==> config.mk <==
export PLATFORM = sky130hd
export DESIGN_NAME = fetch_stage
export DESIGN_NICKNAME = d
export VERILOG_FILES = /design/src/rtl/riscv_pkg.sv /design/src/rtl/fetch_skid_buf.sv /design/src/rtl/fetch_stage.sv
export SDC_FILE = /design/constraint.sdc
export NUM_CORES = 1
export LEC_CHECK = 0
export CAP_MARGIN = 20
export CORE_MARGIN = 2
export CORE_UTILIZATION = 31
export CTS_BUF_LIST = sky130_fd_sc_hd__clkbuf_8 sky130_fd_sc_hd__clkbuf_16
export DETAILED_ROUTE_END_ITERATION = 7
export GPL_ROUTABILITY_DRIVEN = 0
export RECOVER_POWER = 50
export SYNTH_ARGS = -nofsm -noshare
export SYNTH_HDL_FRONTEND = slang
export SYNTH_SLANG_ARGS = --single-unit
==> constraint.sdc <==
create_clock -name clk -period 8.45 [get_ports clk]
set_input_delay 2.535 -clock clk [delete_from_list [all_inputs] [get_ports clk]]
set_output_delay 2.535 -clock clk [all_outputs]
set_load 0.02 [all_outputs]
==> src/rtl/riscv_pkg.sv <==
// Shared RV32I core types and reset defaults.
// if_id_t carries one decode slot. Both the IF/ID register and the skid entry use it.
package riscv_pkg;

  localparam logic [31:0] RESET_PC_DEFAULT = 32'h0000_0000;
  localparam logic [31:0] NOP_INST_DEFAULT = 32'h0000_0013;  // addi x0,x0,0

  typedef struct packed {
    logic        valid;
    logic [31:0] inst;
    logic [31:0] pc;
    logic [31:0] pc_plus4;
  } if_id_t;

endpackage

==> src/rtl/fetch_skid_buf.sv <==
// One-entry skid buffer. It catches the in-flight fetch response while decode is stalled.
// When clear and load arrive together, clear wins. Load takes priority over drain.
module fetch_skid_buf
  import riscv_pkg::*;
(
  input  logic   clk,
  input  logic   rst,
  input  logic   load,
  input  logic   drain,
  input  logic   clear,
  input  if_id_t data_in,
  output logic   valid,
  output if_id_t data
);

  always_ff @(posedge clk) begin
    if (rst || clear) begin
      valid <= 1'b0;
    end else if (load) begin
      valid <= 1'b1;
    end else if (drain) begin
      valid <= 1'b0;
    end
  end

  // NOTE: the payload is not reset. It is only consumed while valid is set, so resetting it would only add reset fan-out.
  always_ff @(posedge clk) begin
    if (load && !clear) begin
      data <= data_in;
    end
  end

endmodule

==> src/rtl/fetch_stage.sv <==
// RV32I instruction fetch stage and IF/ID pipeline register.
// Instruction memory has a 1-cycle read latency. Decode stalls are absorbed by a skid buffer. Redirects flush the stage.
module fetch_stage
  import riscv_pkg::*;
#(
  parameter logic [31:0] RESET_PC = RESET_PC_DEFAULT,
  parameter logic [31:0] NOP_INST = NOP_INST_DEFAULT
) (
  input  logic        clk,
  input  logic        rst,
  output logic        imem_req,
  output logic [31:0] imem_addr,
  input  logic [31:0] imem_rdata,
  input  logic        redirect_valid,
  input  logic [31:0] redirect_pc,
  input  logic        id_stall,
  output logic        id_valid,
  output logic [31:0] id_inst,
  output logic [31:0] id_pc,
  output logic [31:0] id_pc_plus4
);

  logic [31:0] pc_q;
  logic        inflight_q;
  logic [31:0] inflight_pc_q;
  logic        issue;

  if_id_t      if_id_q;
  if_id_t      if_id_d;
  if_id_t      fetched;
  if_id_t      skid_data;
  logic        skid_valid;
  logic        skid_load;
  logic        skid_drain;

  // A stall blocks issue, so the skid can only ever receive one response.
  assign issue     = !rst && (redirect_valid || !id_stall);
  assign imem_req  = issue;
  assign imem_addr = redirect_valid ? redirect_pc : pc_q;

  // NOTE: state registers use non-blocking assignments. Every flop then samples pre-edge values, with no dependence on process order.
  always_ff @(posedge clk) begin
    if (rst) begin
      pc_q       <= RESET_PC;
      inflight_q <= 1'b0;
    end else begin
      inflight_q <= issue;
      if (issue) begin
        pc_q <= imem_addr + 32'd4;
      end
    end
  end

  // issue is low during reset, so this register holds without needing its own reset.
  always_ff @(posedge clk) begin
    if (issue) begin
      inflight_pc_q <= imem_addr;
    end
  end

  // NOTE: every always_comb output is given a default first. A path that leaves an output unassigned would infer a latch.
  always_comb begin
    fetched    = '{valid: 1'b1, inst: imem_rdata, pc: inflight_pc_q,
                   pc_plus4: inflight_pc_q + 32'd4};
    if_id_d    = if_id_q;
    skid_load  = 1'b0;
    skid_drain = 1'b0;

    if (redirect_valid) begin
      if_id_d.valid = 1'b0;
      if_id_d.inst  = NOP_INST;
    end else if (!id_stall) begin
      if (skid_valid) begin
        if_id_d    = skid_data;
        skid_drain = 1'b1;
      end else if (inflight_q) begin
        if_id_d = fetched;
      end else begin
        if_id_d.valid = 1'b0;
        if_id_d.inst  = NOP_INST;
      end
    end else if (inflight_q) begin
      skid_load = 1'b1;
    end
  end

  always_ff @(posedge clk) begin
    if (rst) begin
      if_id_q <= '{valid: 1'b0, inst: NOP_INST, pc: 32'd0, pc_plus4: 32'd4};
    end else begin
      if_id_q <= if_id_d;
    end
  end

  fetch_skid_buf u_skid (
    .clk     (clk),
    .rst     (rst),
    .load    (skid_load),
    .drain   (skid_drain),
    .clear   (redirect_valid),
    .data_in (fetched),
    .valid   (skid_valid),
    .data    (skid_data)
  );

  assign id_valid    = if_id_q.valid;
  assign id_inst     = if_id_q.inst;
  assign id_pc       = if_id_q.pc;
  assign id_pc_plus4 = if_id_q.pc_plus4;

  a_skid_excludes_inflight : assert property (
    @(posedge clk) disable iff (rst) !(skid_valid && inflight_q)
  );

endmodule
==> results of run 1 <==
-- worst min-delay path, delay by kind of cell (launching register included) --
family,cells,cell delay [ps]
AOI/OAI and AO/OA,1,50
DFF,1,300
and+or+nand+nor,1,50
-- state kept, by name, indices dropped and copies added (netlist names) --
name	flops
id_pc_plus4	30
u_skid.valid	1
inflight_pc_q	32
id_pc	32
id_inst	32
id_valid	1
pc_q	32
inflight_q	1
u_skid.data	94
-- metal layers --
| layer | up-vias | track usage, % | part of all wire, % |
|---|---|---|---|
| li1 | 4122 | - | - |
| met1 | 4109 | 24.6 | 48 |
| met2 | 227 | 25.8 | 44 |
| met3 | 46 | 2.69 | 5.1 |
| met4 | 0 | 4.94 | 2.6 |
| met5 | - | 0 | 0 |
-- cells by family (layout without fill, tap and decap cells) --
logic type / after synthesis / in the layout / share of synthesized area, %
compound gates: 205 / 205 / 12.3
xor+xnor: 46 / 46 / 3.68
fa+ha+maj: 2 / 2 / 0.229
buf+inv: 89 / 286 / 3.44
flops: 255 / 255 / 58.2
mux: 67 / 67 / 6.43
other cells: 0 / 1 / 0
simple gates: 362 / 362 / 15.7
-- layout make-up --
cell class / count / area [µm²] / share of cell area, %
antenna: 1 / 2.50 / 0.0176
multi-input combinational: 682 / 4200 / 29.6
clock buffer: 34 / 795 / 5.59
tap: 455 / 569 / 4.01
timing repair buffer: 213 / 2060 / 14.5
clock inverter: 19 / 138 / 0.968
inverter: 20 / 75.1 / 0.528
sequential: 255 / 6370 / 44.8
-- report_power, final --
group | total (µW) | switching, µW | internal, µW
Clock | 1230 | 503 | 724
Sequential | 1410 | 48.9 | 1360
Combinational | 320 | 184 | 136
-- how the worst max path moves through the flow --
| stage | start | endpoint | slack [ps] |
|---|---|---|---|
| final | redirect_valid | imem_addr[29] | 830 |
| after CTS | redirect_valid | imem_addr[17] | 1360 |
| after floorplan | redirect_valid | u_skid.data[0] | 2100 |
| after detailed placement | redirect_valid | imem_addr[29] | 1370 |
| after global placement | redirect_valid | imem_addr[29] | 1410 |
| after global routing | redirect_valid | imem_addr[17] | 680 |
-- synth_stat cells (4+ instances only) --
library cell  instances  share of area (%)
a311oi_1              4               0.32
nand4_1              20                1.1
o21ai_1               5               0.23
dfxtp_1             129                 24
nand2_1              88                3.0
a31oi_1              16               0.92
o21bai_1              4               0.27
nor4_1                4               0.23
nand3_1              54                2.5
xnor2_1              34                2.7
nor2_1              125                4.3
a211oi_1             37                2.5
clkbuf_1             54                1.9
o211ai_1              9               0.62
and3_1                4               0.23
a21oi_1              56                2.6
or3_1                 7               0.40
a22oi_1              30                2.1
xor2_1               12               0.96
nand2b_1              7               0.40
nand3b_1              7               0.48
mux2i_1              41                3.8
nor3_1               17               0.78
nor2b_1               4               0.23
o21ai_0              19               0.87
o22ai_1               8               0.46
mux2_2               26                2.7
buf_2                 7               0.32
a222oi_1              4               0.37
and2_1                8               0.46
inv_1                20               0.69
nand4b_1              5               0.40
edfxtp_1            126                 35
-- per-stage QoR --
stage	utilization [%]	hold WS (ps)
floorplan	-	426
global placement	38.4	443
detailed placement	38.4	446
CTS	41.1	454
global route	41.0	468
finish	41.0	450
==> results.txt, run 1 <==
* Die outline area: 36800 µm²
* Worst rel slew slack: -159%
- Global routing finished with a remaining overflow of 0.
* Flip-flop cell with the highest count after synthesis: dfxtp_1
- Including well taps, the total number of placed cells is 1625.
- Among cell families on the critical path, the largest total delay comes from buffers and inverters.
- Detailed routing inserted a total of 8504 vias.
* IR drop worst, VDD: 148 µV
- After detailed routing, the average wire length per cell comes to 19.0 µm.
- For this run, the total global-route usage over all layers was measured as 16.9%.
- The initial antenna violation count was 1.
* Critical path type: primary input to output port
* Hold Crit Depth: 2
- Count of placed standard cells in the final layout, fillers left out: 1679
- Final period demand of the worst path: 7620 ps
* Worst-path clk slew: 60 ps
* Initial cell density of the core: 31.6%
- The number of gates resized after CTS was 0.
* Number of cells traversed by the worst register-to-register path: 5
* Nets@finish: 1271
- Status: finished with violations
* Buffering stage count on the worst path with inverters included: 4
- After layout, the worst path uses 90.2% of the clock period.
- The area growth from synthesis to layout is 29.9%.
- The slowest stage of the critical path is the clkbuf_1 cell.
* Maximum number of pins on one net before global-route repair: 88
- STA classifies the critical path endpoint as an output port.
* Clock network latency to the later pin of the worst-skew pair: 540 ps
- Setup repair after global routing missed its margin: false
- Crit start category: primary input
* Synthesized net count: 1096
* Worst-path maximum fanout: 54
- Clock tree synthesis found a total of 255 sinks.
- After filler insertion, the fill cell instance count of the layout stands at 3300.
* Total Negative Setup Slacks: 0 ps
- For this run, the number of Yosys warnings is 0.
* Routed wire length: 31.8 mm
- OpenSTA, run right after detailed placement, puts the worst setup slack at 1370 ps.
* Number of iterations in the first detailed-routing pass: 5
* Site Rows: 68
- Terminus of the critical flop-to-flop path: id_pc_plus4[18]
- Final hold vios: 0
- In this run, synthesis inferred 126 flip-flops with an integrated enable.
- TritonCTS built the clock tree.
- The number of setup buffers added after CTS is 0.
- Area after detailed placement: 13300 µm²
- In this run the critical register-to-register path is launched from u_skid.valid.
* Critical Path Stages: 5
* Syn Std Cell Area: 10900 µm²
- Sum of net half-perimeters after detailed placement: 21.6 mm
- CP Data Required Time: 5920 ps
- The longest clock path from root to sink contains 3 buffers.
- Using the TritonRoute via totals, the vias-per-cell ratio works out to 5.06.
- Worst Max-Slew Pin Slew: 3880 ps
- Count of buffers inserted at the top-level ports: 197
- For hold timing, the worst endpoint is id_pc_plus4[4].
- After synthesis the netlist holds a flip-flop and latch count of 255.
- Highest clock rate: 131 MHz
* Wire length of the first global-routing pass: 48.4 mm
- Leak pwr: 0.00484 µW
* Beginning of the worst hold path: id_pc_plus4[4]
* Setup ws final: 825 ps
* Count of different cell masters after synthesis: 60
* Power Density: 208 nW/µm²
- Post-synthesis cell count: 1026
* Root Buffer: clkbuf_16
* Avg Cell Area, Syn: 10.7 µm²
- In the layout the commonest cells are 138 x clkdlybuf4s50_1, 128 x dfxtp_1, 126 x edfxtp_1.
- Crit-path max cell delay: 910 ps
- Number of maximum-capacitance violations: 5
- Core box area: 34600 µm²
* HP Class: flop to flop
* Final number of setup-violating endpoints: 0
* Level count of the clock H-tree: 1
- Most common cell after layout, fill and taps aside: clkdlybuf4s50_1
- Number of buffers added by the clock tree synthesis step: 29
- From left edge to right edge, the die measures 192 µm.
- The detail route stage leaves a number of antenna-violating nets equal to 0.
- After detailed routing, the number of remaining DRC violations is 0.
* Vias in the first global route: 8114
- Fin. max-slew vios: 244
- Overall power after layout: 2950 µW
* Die height: 192 µm
* Number of I/O pins: 198
- Async SR Flop Fraction: 0%
- For the worst setup path, the data arrival time is 5090 ps.
- Share of synthesized area occupied by flip-flops and latches: 58.2%
* Finished layout cell area: 14200 µm²
- Proportion of layout cells with a drive suffix above 1: 5.48%
- Register-to-register path setup slack: 3520 ps
- Cell Chain, Critical Path: clkbuf_1, buf_12, mux2i_1, inv_1, clkdlybuf4s50_1
- Number of buffers added to fix hold violations after cts: 0
- DRT iter0 DRCs: 465
- The final reports fail on max-capacitance violations, max-slew violations.
- Clock skew: 9.00 ps
(Power assumes the default switching activity.)
==> inputs of run 2 (changes only) <==
--- a/config.mk
+++ b/config.mk
@@ -6,6 +6,7 @@
 export NUM_CORES = 1
 export LEC_CHECK = 0
 export CAP_MARGIN = 20
+export CORE_ASPECT_RATIO = 2
 export CORE_MARGIN = 2
 export CORE_UTILIZATION = 31
 export CTS_BUF_LIST = sky130_fd_sc_hd__clkbuf_8 sky130_fd_sc_hd__clkbuf_16
==> results.txt, run 2 (synthesized netlist as in run 1, its figures left out) <==
- Status: finished with violations
* Failing checks: max-capacitance violations, max-slew violations
- The internal reg-to-reg setup slack came to 5090 ps (+1570 ps).
- Hold Crit Depth: 2 (unchanged)
* Total gr overflow: 0 (unchanged)
* Number of buffers added to fix hold violations after cts: 0 (unchanged)
- Overall global routing resource usage: 17.2% (+0.25 points)
- The level count of the clock H-tree came to 1 (unchanged).
* Final period demand of the worst path: 7210 ps (-411 ps)
- The maximum number of pins on one net before global-route repair is 88 (unchanged).
- Die height: 270 µm (+41%)
- Switching power share of the total: 25.1% (+0.18 points)
- Proportion of layout cells with a drive suffix above 1: 5.26% (-0.22 points)
- Mean routed wirelength per cell: 19.3 µm (+1.7%)
* Final hold vios: 0 (unchanged)
* Clock network fraction of total power: 39.6% (-1.9 points)
- Wire length of the first global-routing pass: 48.9 mm (+1.1%)
- The standard-cell row count came to 97 (+43%).
- Count of buffers inserted at the top-level ports: 197 (unchanged)
* Sum of net half-perimeters after detailed placement: 22.4 mm (+3.8%)
* Terminus of the critical flop-to-flop path: id_pc_plus4[31]
- Clock skew: 11.7 ps (+2.73 ps)
* Vias in the first global route: 8256 (+1.8%)
- The net count reported at finish was 1267 (-0.31%).
- The worst-path maximum fanout was 40 (-26%).
* Total Negative Setup Slacks: 0 ps (unchanged)
- Combinational group share of total power: 11.2% (+0.3 points)
- Worst Max-Slew Pin Slew: 3430 ps (-451 ps)
- CTS sink cnt: 255 (unchanged)
- The cell count after placement was 1615 (-0.62%).
* Number of iterations in the first detailed-routing pass: 8 (+3)
- The cell area after placement is 13300 µm² (about the same).
* Element type at the critical path end: output port
* Leak pwr: 0.00487 µW (+0.51%)
- Top reg by flops: u_skid.data
- The internal cell power was 2130 µW (-3.8%).
* Max Buffers Root-to-Sink: 3 (unchanged)
* Beginning of the worst register-to-register path: u_skid.valid
* Setup repair after global routing missed its margin: false
* Arrival time of the worst setup path: 4680 ps (-410 ps)
- TritonCTS clock tree: built
- The headroom to the max-slew limit is -129% (+30 points).
- The area of the die came to 36900 µm² (+0.25%).
- Number of I/O pins: 198 (unchanged)
- Most used cells in the layout excluding fill and tap cells: 128 x dfxtp_1, 126 x edfxtp_1, 125 x nor2_1
- Beginning of the worst hold path: id_pc_plus4[9]
- The detail-routed via count per cell came to 5.10 (+0.60%).
* DRC errors left: 0 (unchanged)
- The final antenna-violating net count was 0 (unchanged).
* Max FFs per register: 94 (unchanged)
* Worst hold endpoint: id_pc_plus4[9]
- The portion of the clock cycle consumed by the worst path in the final layout is 85.4% (-4.9 points).
- The sequential power share is 49.2% (+1.6 points).
- The number of pins exceeding their max-slew limit in the final report is 235 (-3.7%).
- Final number of setup-violating endpoints: 0 (unchanged)
* Core box area: 35000 µm² (+0.94%)
* P_sw: 715 µW (-2.9%)
- In this run the clock root is driven by a clkbuf_16.
* Via total after detailed routing: 8463 (-0.48%)
- The post-cts resize count came to 0 (unchanged).
- Most common cell after layout, fill and taps aside: dfxtp_1
- The setup path with the least slack is of type primary input to output port.
- Worst-path clk slew: 60 ps (about the same)
- Clock network latency to the later pin of the worst-skew pair: 540 ps (about the same)
- The initial antenna violation count came to 0 (-1).
- Number of buffers added by the clock tree synthesis step: 25 (-14%)
* Routed wire length: 32.0 mm (+0.57%)
- The highest clock frequency the design can meet was 139 MHz (+5.7%).
- The depth of the worst register-to-register path came to 5 (unchanged).
- The final standard cell area without fillers is 14100 µm² (-0.79%).
- Count of inserted antenna diode cells: 0 (-1)
- Power Density: 202 nW/µm² (-2.8%)
- Count of placed standard cells in the final layout, fillers left out: 1661 (-1.1%)
- Post-route worst hold slack: 451 ps (+0.633 ps)
- The peak supply drop came to 128 µV (-13%).
* Crit start category: primary input
- The number of design-rule violations left by the first detailed-router iteration is 419 (-9.9%).
* CP Data Required Time: 5920 ps (about the same)
* HP Class: flop to flop
- # Post-CTS Setup Buffers: 0 (unchanged)
* Die Width: 137 µm (-29%)
* Number of maximum-capacitance violations: 4 (-1)
* Initial cell density of the core: 31.3% (-0.29 points)
- From synthesis to final layout, the design area changed by 28.9%.
[run 2: cell types whose count changed in the layout (fill, tap and decap cells not counted), moves of 2 or more]
cell             before  now
clkdlybuf4s50_1     138  113
dlygate4sd3_1        56   81
clkinv_1              5    0
inv_1                26   29
and2_0                1    3
and2_1                7    5
clkbuf_1              8    6
clkbuf_16            29   27
clkinv_2              4    2
inv_6                 0    2
[run 2: area by class of cell]
class / count / area, µm²
inverters: 20 / 75.1
multi-input cells: 682 / 4200
fillers: 3491 / 20900
repair buffers: 213 / 2070
clock buffers: 31 / 731
well taps: 445 / 557
flip-flops and latches: 255 / 6370
clock inverters: 15 / 98.8
[run 2: per-stage QoR]
| step | worst slack (ps) | power, µW | utilization, % |
|---|---|---|---|
| floorplan | 2100 | 1600 | - |
| global placement | 1320 | 1760 | 38.0 |
| detailed placement | 1260 | 1760 | 38.0 |
| CTS | 1250 | 2900 | 40.4 |
| global route | 943 | 2960 | 40.3 |
| finish | 1240 | 2850 | 40.3 |
[run 2: metal layers]
| layer | wire (µm) | up-vias | track usage [%] |
|---|---|---|---|
| met5 | 0 | - | 0 |
| met4 | 1200 | 0 | 7.05 |
| met3 | 1580 | 56 | 2.31 |
| met2 | 17100 | 268 | 31.7 |
| met1 | 12100 | 4033 | 19.3 |
| li1 | - | 4106 | - |
[run 2: worst max-delay path by stage]
stage          slack, ps            from  cells after the start              end
2_1_floorplan       2100  redirect_valid                      7   u_skid.data[0]
3_3_place_gp        1320  redirect_valid                      5         imem_req
3_5_place_dp        1260  redirect_valid                      5         imem_req
4_1_cts             1250  redirect_valid                      5         imem_req
5_1_grt              940        id_stall                      7  id_pc_plus4[19]
6_report            1240  redirect_valid                      5         imem_req
[run 2: power groups by stage]
stage	clock, µW	combinational (µW)	sequential (µW)
2_1_floorplan	0	167	1430
3_3_place_gp	0	328	1430
3_5_place_dp	0	331	1430
4_1_cts	1160	333	1400
5_1_grt	1210	346	1410
6_report	1130	319	1400
[run 2: worst max-delay path, cell delays in order]
cell and delay (ps):
buf_2 680, nand2b_1 230, nand2_1 400, inv_1 200
clkdlybuf4s50_1 620
==> inputs of run 3 (changes only) <==
--- a/config.mk
+++ b/config.mk
@@ -13,6 +13,7 @@
 export DETAILED_ROUTE_END_ITERATION = 7
 export GPL_ROUTABILITY_DRIVEN = 0
 export RECOVER_POWER = 50
+export SETUP_SLACK_MARGIN = 0.02
 export SYNTH_ARGS = -nofsm -noshare
 export SYNTH_HDL_FRONTEND = slang
 export SYNTH_SLANG_ARGS = --single-unit
==> results of run 3 <==
Same layout as run 2: the final DEF is identical, and so are final timing and power.
